$ cat src/rtl/snake_pkg.sv
// rtl/snake_pkg.sv - shared types and constants for the snake score path
package snake_pkg;

    localparam int SCORE_W           = 7;
    localparam int MAX_SCORE_DEFAULT = 50;
    localparam int DISP_MAX          = 99;

    typedef enum logic [1:0] {
        IDLE,
        PLAY,
        SHOW_FINAL,
        SHOW_HIGH
    } flow_state_t;

    // Two 7-segment digits cannot show more than 99, so saturate there.
    function automatic logic [SCORE_W-1:0] clamp_disp(input logic [SCORE_W-1:0] v);
        return (v > SCORE_W'(DISP_MAX)) ? SCORE_W'(DISP_MAX) : v;
    endfunction

endpackage

$ cat src/rtl/bin2bcd7.sv
// rtl/bin2bcd7.sv - combinational 7-bit binary to two-digit BCD, valid for 0..99
module bin2bcd7
    import snake_pkg::*;
(
    input  logic [SCORE_W-1:0] value,
    output logic [3:0]         tens,
    output logic [3:0]         ones
);

    logic [3:0] rem;

    // Largest multiple of ten not above value picks the tens digit.
    always_comb begin
        tens = 4'd0;
        rem  = 4'(value);
        for (int i = 1; i <= 9; i++) begin
            if (value >= SCORE_W'(10 * i)) begin
                tens = 4'(i);
                rem  = 4'(value - SCORE_W'(10 * i));
            end
        end
        ones = rem;
    end

endmodule

$ cat src/rtl/score_flow_ctrl.sv
// rtl/score_flow_ctrl.sv - game-flow sequencer: collision pulses, game start/end, final-score blink
module score_flow_ctrl
    import snake_pkg::*;
#(
    parameter int FLASH_TICKS  = 4,
    parameter int HOLD_FLASHES = 3,
    parameter int MAX_SCORE    = MAX_SCORE_DEFAULT
) (
    input  logic               clk,
    input  logic               nRst,
    input  logic               tick,
    input  logic               start,
    input  logic               eat_evt,
    input  logic               crash_evt,
    input  logic [SCORE_W-1:0] score_cur,
    input  logic [SCORE_W-1:0] score_high,
    output logic               good_coll,
    output logic               bad_coll,
    output logic               game_active,
    output logic               game_won,
    output logic               disp_blank,
    output logic [SCORE_W-1:0] disp_value,
    output logic [3:0]         bcd_tens,
    output logic [3:0]         bcd_ones
);

    localparam int TICK_W  = (FLASH_TICKS > 1) ? $clog2(FLASH_TICKS) : 1;
    localparam int FLASH_W = $clog2(HOLD_FLASHES + 1);
    localparam logic [TICK_W-1:0]  TICK_LAST  = TICK_W'(FLASH_TICKS - 1);
    localparam logic [FLASH_W-1:0] FLASH_LAST = FLASH_W'(HOLD_FLASHES - 1);
    localparam logic [SCORE_W-1:0] WIN_SCORE  = SCORE_W'(MAX_SCORE);

    flow_state_t        state, state_nx;
    logic [TICK_W-1:0]  tick_cnt;
    logic [FLASH_W-1:0] flash_cnt;
    logic [SCORE_W-1:0] final_q;
    logic [SCORE_W-1:0] disp_mux;
    logic [SCORE_W-1:0] disp_clamped;
    logic [3:0]         tens_nx;
    logic [3:0]         ones_nx;
    logic               crash_in_play;
    logic               win_in_play;
    logic               half_done;
    logic               seq_done;

    // A crash outranks both a simultaneous eat and a max-score win.
    always_comb begin
        crash_in_play = (state == PLAY) && crash_evt;
        win_in_play   = (state == PLAY) && !crash_evt && (score_cur >= WIN_SCORE);
        half_done     = (state == SHOW_FINAL) && tick && (tick_cnt == TICK_LAST);
        seq_done      = half_done && disp_blank && (flash_cnt == FLASH_LAST);
    end

    always_ff @(posedge clk or negedge nRst) begin
        if (!nRst) begin
            state <= IDLE;
        end else begin
            state <= state_nx;
        end
    end

    always_comb begin
        state_nx = state;
        case (state)
            IDLE:       if (start) state_nx = PLAY;
            PLAY:       if (crash_in_play || win_in_play) state_nx = SHOW_FINAL;
            SHOW_FINAL: if (seq_done) state_nx = SHOW_HIGH;
            SHOW_HIGH:  if (start) state_nx = PLAY;
            default:    state_nx = IDLE;
        endcase
    end

    always_ff @(posedge clk or negedge nRst) begin
        if (!nRst) begin
            good_coll   <= 1'b0;
            bad_coll    <= 1'b0;
            game_active <= 1'b0;
            game_won    <= 1'b0;
            final_q     <= '0;
        end else begin
            good_coll   <= (state == PLAY) && eat_evt && !crash_evt && !win_in_play;
            bad_coll    <= crash_in_play;
            game_active <= (state_nx == PLAY);
            if (crash_in_play || win_in_play) begin
                final_q <= score_cur;
            end
            if (win_in_play) begin
                game_won <= 1'b1;
            end else if (state != PLAY && state_nx == PLAY) begin
                game_won <= 1'b0;
            end
        end
    end

    // Counters only run while staying in SHOW_FINAL, so entry and exit both leave them cleared.
    always_ff @(posedge clk or negedge nRst) begin
        if (!nRst) begin
            tick_cnt   <= '0;
            flash_cnt  <= '0;
            disp_blank <= 1'b0;
        end else if (state != SHOW_FINAL || state_nx != SHOW_FINAL) begin
            tick_cnt   <= '0;
            flash_cnt  <= '0;
            disp_blank <= 1'b0;
        end else if (tick) begin
            if (half_done) begin
                tick_cnt   <= '0;
                disp_blank <= !disp_blank;
                if (disp_blank) begin
                    flash_cnt <= flash_cnt + 1'b1;
                end
            end else begin
                tick_cnt <= tick_cnt + 1'b1;
            end
        end
    end

    always_comb begin
        case (state)
            PLAY:       disp_mux = score_cur;
            SHOW_FINAL: disp_mux = final_q;
            default:    disp_mux = score_high;
        endcase
        disp_clamped = clamp_disp(disp_mux);
    end

    bin2bcd7 u_bcd (
        .value (disp_clamped),
        .tens  (tens_nx),
        .ones  (ones_nx)
    );

    always_ff @(posedge clk or negedge nRst) begin
        if (!nRst) begin
            disp_value <= '0;
            bcd_tens   <= 4'd0;
            bcd_ones   <= 4'd0;
        end else begin
            disp_value <= disp_clamped;
            bcd_tens   <= tens_nx;
            bcd_ones   <= ones_nx;
        end
    end

endmodule

$ cat config.mk
export PLATFORM = sky130hd
export DESIGN_NAME = score_flow_ctrl
export DESIGN_NICKNAME = d
export VERILOG_FILES = /design/src/rtl/snake_pkg.sv /design/src/rtl/bin2bcd7.sv /design/src/rtl/score_flow_ctrl.sv
export SDC_FILE = /design/constraint.sdc
export NUM_CORES = 1
export LEC_CHECK = 0
export CORE_MARGIN = 4
export CORE_UTILIZATION = 34
export CTS_CLUSTER_DIAMETER = 200
export DETAILED_ROUTE_END_ITERATION = 6
export HOLD_SLACK_MARGIN = 0.12
export PLACE_DENSITY_LB_ADDON = 0.25
export SLEW_MARGIN = 20
export SYNTH_ARGS = -nofsm -noshare
export SYNTH_HDL_FRONTEND = slang
export SYNTH_HIERARCHICAL = 1
export SYNTH_SLANG_ARGS = --single-unit
$ cat constraint.sdc
create_clock -name clk -period 3.5 [get_ports clk]
set_input_delay 0.7 -clock clk [delete_from_list [all_inputs] [get_ports clk]]
set_output_delay 0.7 -clock clk [all_outputs]
set_load 0.01 [all_outputs]
==> metrics.md <==
| Metric | Value |
|---|---|
| Proportion of power drawn by flip-flops and latches | 16.3% |
| Largest net degree at the start of global routing | 34 |
| Cell types with the highest counts after synthesis | sky130_fd_sc_hd__dfrtp_1 (33), sky130_fd_sc_hd__nand2_1 (18), sky130_fd_sc_hd__nor2_1 (15) |
| Area after DPL | 2820 µm² |
| Outcome | finished clean |
| Port Buf Inserts | 39 |
| Share of the synthesized area in the top cell type | 38.8% |
| Area overhead of the layout relative to synthesis | 40.9% |
| Critical path class | in -> reg |
| CTS root buf | sky130_fd_sc_hd__clkbuf_8 |
| Worst clock skew on the final layout | 0.00414 ns |
| Data arrival time at the worst-slack endpoint | 3.59 ns |
| Max Freq | 297 MHz |
| CP max FO | 4 |
| Pleak | 1.28 nW |
| Overall routing resource usage | 14.9% |
| Vias per cell | 5.31 |
| Post-CTS Hold Fix Bufs | 0 |
| Die Footprint | 7590 µm² |
| RSZ-0062 raised after global routing | true |
| Antenna violation net count after detailed routing | 0 |
| Area of the multi-input gates | 1220 µm² |
| Count of inserted antenna diode cells | 0 |
| Clock power frac | 9.9% |
| Number of H-tree levels | 2 |
| Total power | 3.78 mW |
| Synth warnings | 6 |
| Critical Path RT | about 3.7 ns |
| Number of setup violations in the final report | 0 |
| Path class of the lowest-slack min-delay path | reg -> reg |
| Avg Synthesized Cell Area | 10.1 µm² |
| Asr flop ratio synth | 100% |
| Final global-route overflow total | 0 |
| Relative contribution of combinational cells to total power | 73.8% |
| Horizontal die dimension | 87.1 µm |
| Syn nets | 243 |
| Internal Power | 2.13 mW |
| Total iterations of the first detailed-routing run | 4 |
| Power per unit of standard cell area | 1260 nW/µm² |
| Number of CTS-inserted buffers | 5 |
| Clock latency on the worst-skew pair | 0.28 ns |
| Final standard cell area without fillers | 3000 µm² |
| Final hold violation count | 0 |
| Cell count after synthesis | 211 |
| Number of synthesized flops with an enable pin | 0 |
| Number of distinct library cells after synthesis | 64 |
| Most used flip-flop cell after synthesis | sky130_fd_sc_hd__dfrtp_1 |
| TritonCTS clock tree | done |
| Wirelength per Cell | 15.2 µm |
| Fraction of the yosys area taken by sequential cells | about two fifths |
| Nets | 315 |
| Cell row count | 28 |
| Sum of net half-perimeters after detailed placement | 4.09 mm |
| Combined flip-flop and latch cell area | roughly 830 µm² |
| Starting density of the core | 35.5% |
| Clock transition time at the flip-flop clock pins of the worst setup and hold paths | approximately 0.070 ns |
| Initial drt markers | about 120 |
| Max-slew violations | 0 |
| Worst slew pin tran | slightly below 0.6 ns |
| Crit path time final | 3.36 ns |
| Net switching power figure | 1.65 mW |
| Slew margin rel. | between 60% and 70% |
| Peak ir drop on the vdd network | 485 µV |
| Placer Congestion | 0.861 |
| Critical path startpoint category | input pin |
| Period Utilization, post-route | 96.1% |
| Antenna violations before repair | 0 |
| Fill cells | 558 |
| Most instantiated library cell after synthesis | sky130_fd_sc_hd__dfrtp_1 |
| Vertical extent of the die | 87.1 µm |
| Cell types occupying the most area after synthesis | sky130_fd_sc_hd__dfrtp_1 (39%), sky130_fd_sc_hd__ha_1 (7.1%), sky130_fd_sc_hd__nand2_1 (3.2%), sky130_fd_sc_hd__mux2_2 (3.2%), sky130_fd_sc_hd__nor2_1 (2.6%) |
| # IOs | 40 |
| Final routed DRC violation total | 0 |
| Type of element capturing the critical path | flip-flop |
| Ratio of cells with drive above 1 in the final layout | 26.8% |
| Vias after detailed routing | about 1,900 |
| Total of max-cap violations | 0 |
| Clock Sink Count | 33 |
| Max clock buf depth | 2 |
| Synthesis-stage register bit count | 33 |
| Switching Fraction | 43.6% |
| Total routed wirelength | 5.46 mm |
| Post-synth design cell area | 2130 µm² |
| Vias in the first global route | approximately 1,800 |
| Global-route wire length before repair | 8.91 mm |
| Core Region | 5990 µm² |
| Sum of negative setup slack | 0 ns |
| Yosys top cell by area | sky130_fd_sc_hd__dfrtp_1 |
==> layout make-up <==
type / instances / area share (%)
repair buffers: 75 / 22.7
inverters: 16 / 2.00
multi-input cells: 152 / 40.8
flip-flops and latches: 33 / 27.5
clock buffers: 7 / 2.88
clock inverters: 1 / 1.00
well taps: 75 / 3.13
==> through the flow <==
stage / instances / setup slack (ns) / hold slack [ns] / util, %
floorplan: 211 / 0.0432 / 0.404 / -
global placement: 350 / -0.156 / 0.489 / 47.0
detailed placement: 350 / -0.216 / 0.495 / 47.0
CTS: 358 / 0.0148 / 0.512 / 49.0
global route: 359 / 0.00470 / 0.521 / 50.0
finish: 359 / 0.137 / 0.514 / 50.0
==> cells in the final DEF (no fill, tap or decap), types with 4 or more instances in the layout <==
master                            instances
sky130_fd_sc_hd__a21oi_1                 10
sky130_fd_sc_hd__a22oi_1                  5
sky130_fd_sc_hd__buf_4                   34
sky130_fd_sc_hd__clkbuf_8                 6
sky130_fd_sc_hd__clkdlybuf4s50_1         38
sky130_fd_sc_hd__dfrtp_1                 33
sky130_fd_sc_hd__ha_1                     9
sky130_fd_sc_hd__inv_1                   14
sky130_fd_sc_hd__mux2_2                   6
sky130_fd_sc_hd__nand2_1                 18
sky130_fd_sc_hd__nor2_1                  15
sky130_fd_sc_hd__nor2b_1                  4
sky130_fd_sc_hd__nor3b_1                  5
sky130_fd_sc_hd__o21a_1                   4
==> metal layers <==
| metal | track usage, % | up-vias | routed length (µm) |
|---|---|---|---|
| li1 | - | 920 | - |
| met1 | 20.7 | 912 | 2580 |
| met2 | 22.3 | 67 | 2460 |
| met3 | 3.78 | 7 | 332 |
| met4 | 5.86 | 0 | 84 |
| met5 | 0 | - | 0 |
==> cells by family (layout without fill, tap and decap cells) <==
family | Yosys count | after routing | synth area share, %
fa+ha+maj | 12 | 12 | 7.05
xor+xnor | 4 | 4 | 1.65
compound gates | 65 | 65 | 26.8
simple gates | 62 | 62 | 15.0
buf+inv | 26 | 99 | 6.17
flops | 33 | 33 | 38.8
mux | 9 | 9 | 4.59
==> worst max-delay path: stages <==
cell                              delay, ns
sky130_fd_sc_hd__clkdlybuf4s50_1       0.43
sky130_fd_sc_hd__a22oi_1               0.19
sky130_fd_sc_hd__o21ai_1               0.11
sky130_fd_sc_hd__o41ai_2               0.43
sky130_fd_sc_hd__o211ai_1              0.25
sky130_fd_sc_hd__ha_2                  0.28
sky130_fd_sc_hd__o41ai_4               0.38
sky130_fd_sc_hd__nor2_1                0.08
sky130_fd_sc_hd__a311o_1               0.35
sky130_fd_sc_hd__a2111oi_2             0.25
sky130_fd_sc_hd__a211o_1               0.14
==> flip-flops by register name, indices dropped and copies added, names as in the netlist, 2 cells and up <==
register / count
bcd_ones: 4
bcd_tens: 4
disp_value: 7
final_q: 7
flash_cnt: 2
state: 2
tick_cnt: 2
==> final timing paths <==
path / startpoint / endpoint / slack, ns / cells after the start
setup reg to reg: state[0] / bcd_ones[2] / 0.16 / 12
hold / removal: final_q[0] / final_q[0] / 0.51 / 1
setup / recovery: score_cur[3] / bcd_ones[2] / 0.14 / 11
hold reg to reg: final_q[0] / final_q[0] / 0.51 / 1
min in group asynchronous: nRst / disp_blank / 0.82 / 2
max in group asynchronous: nRst / bcd_tens[3] / 2.36 / 2
==> power by group through the flow <==
| stage | Sequential, mW | Combinational (mW) | Clock [mW] |
|---|---|---|---|
| after detailed placement | 0.618 | 2.64 | 0 |
| after CTS | 0.610 | 2.66 | 0.392 |
| after global routing | 0.632 | 3.04 | 0.408 |
| final | 0.614 | 2.79 | 0.374 |
| after floorplan | 0.669 | 1.62 | 0 |
| after global placement | 0.616 | 2.67 | 0 |
==> repair_timing <==
item,in CTS,in global routing
setup endpoints to repair,0,4
endpoints found under the hold margin,0,0
setup buffers,0,1
resized for setup,0,10
Power figures use the tool's default switching activity.
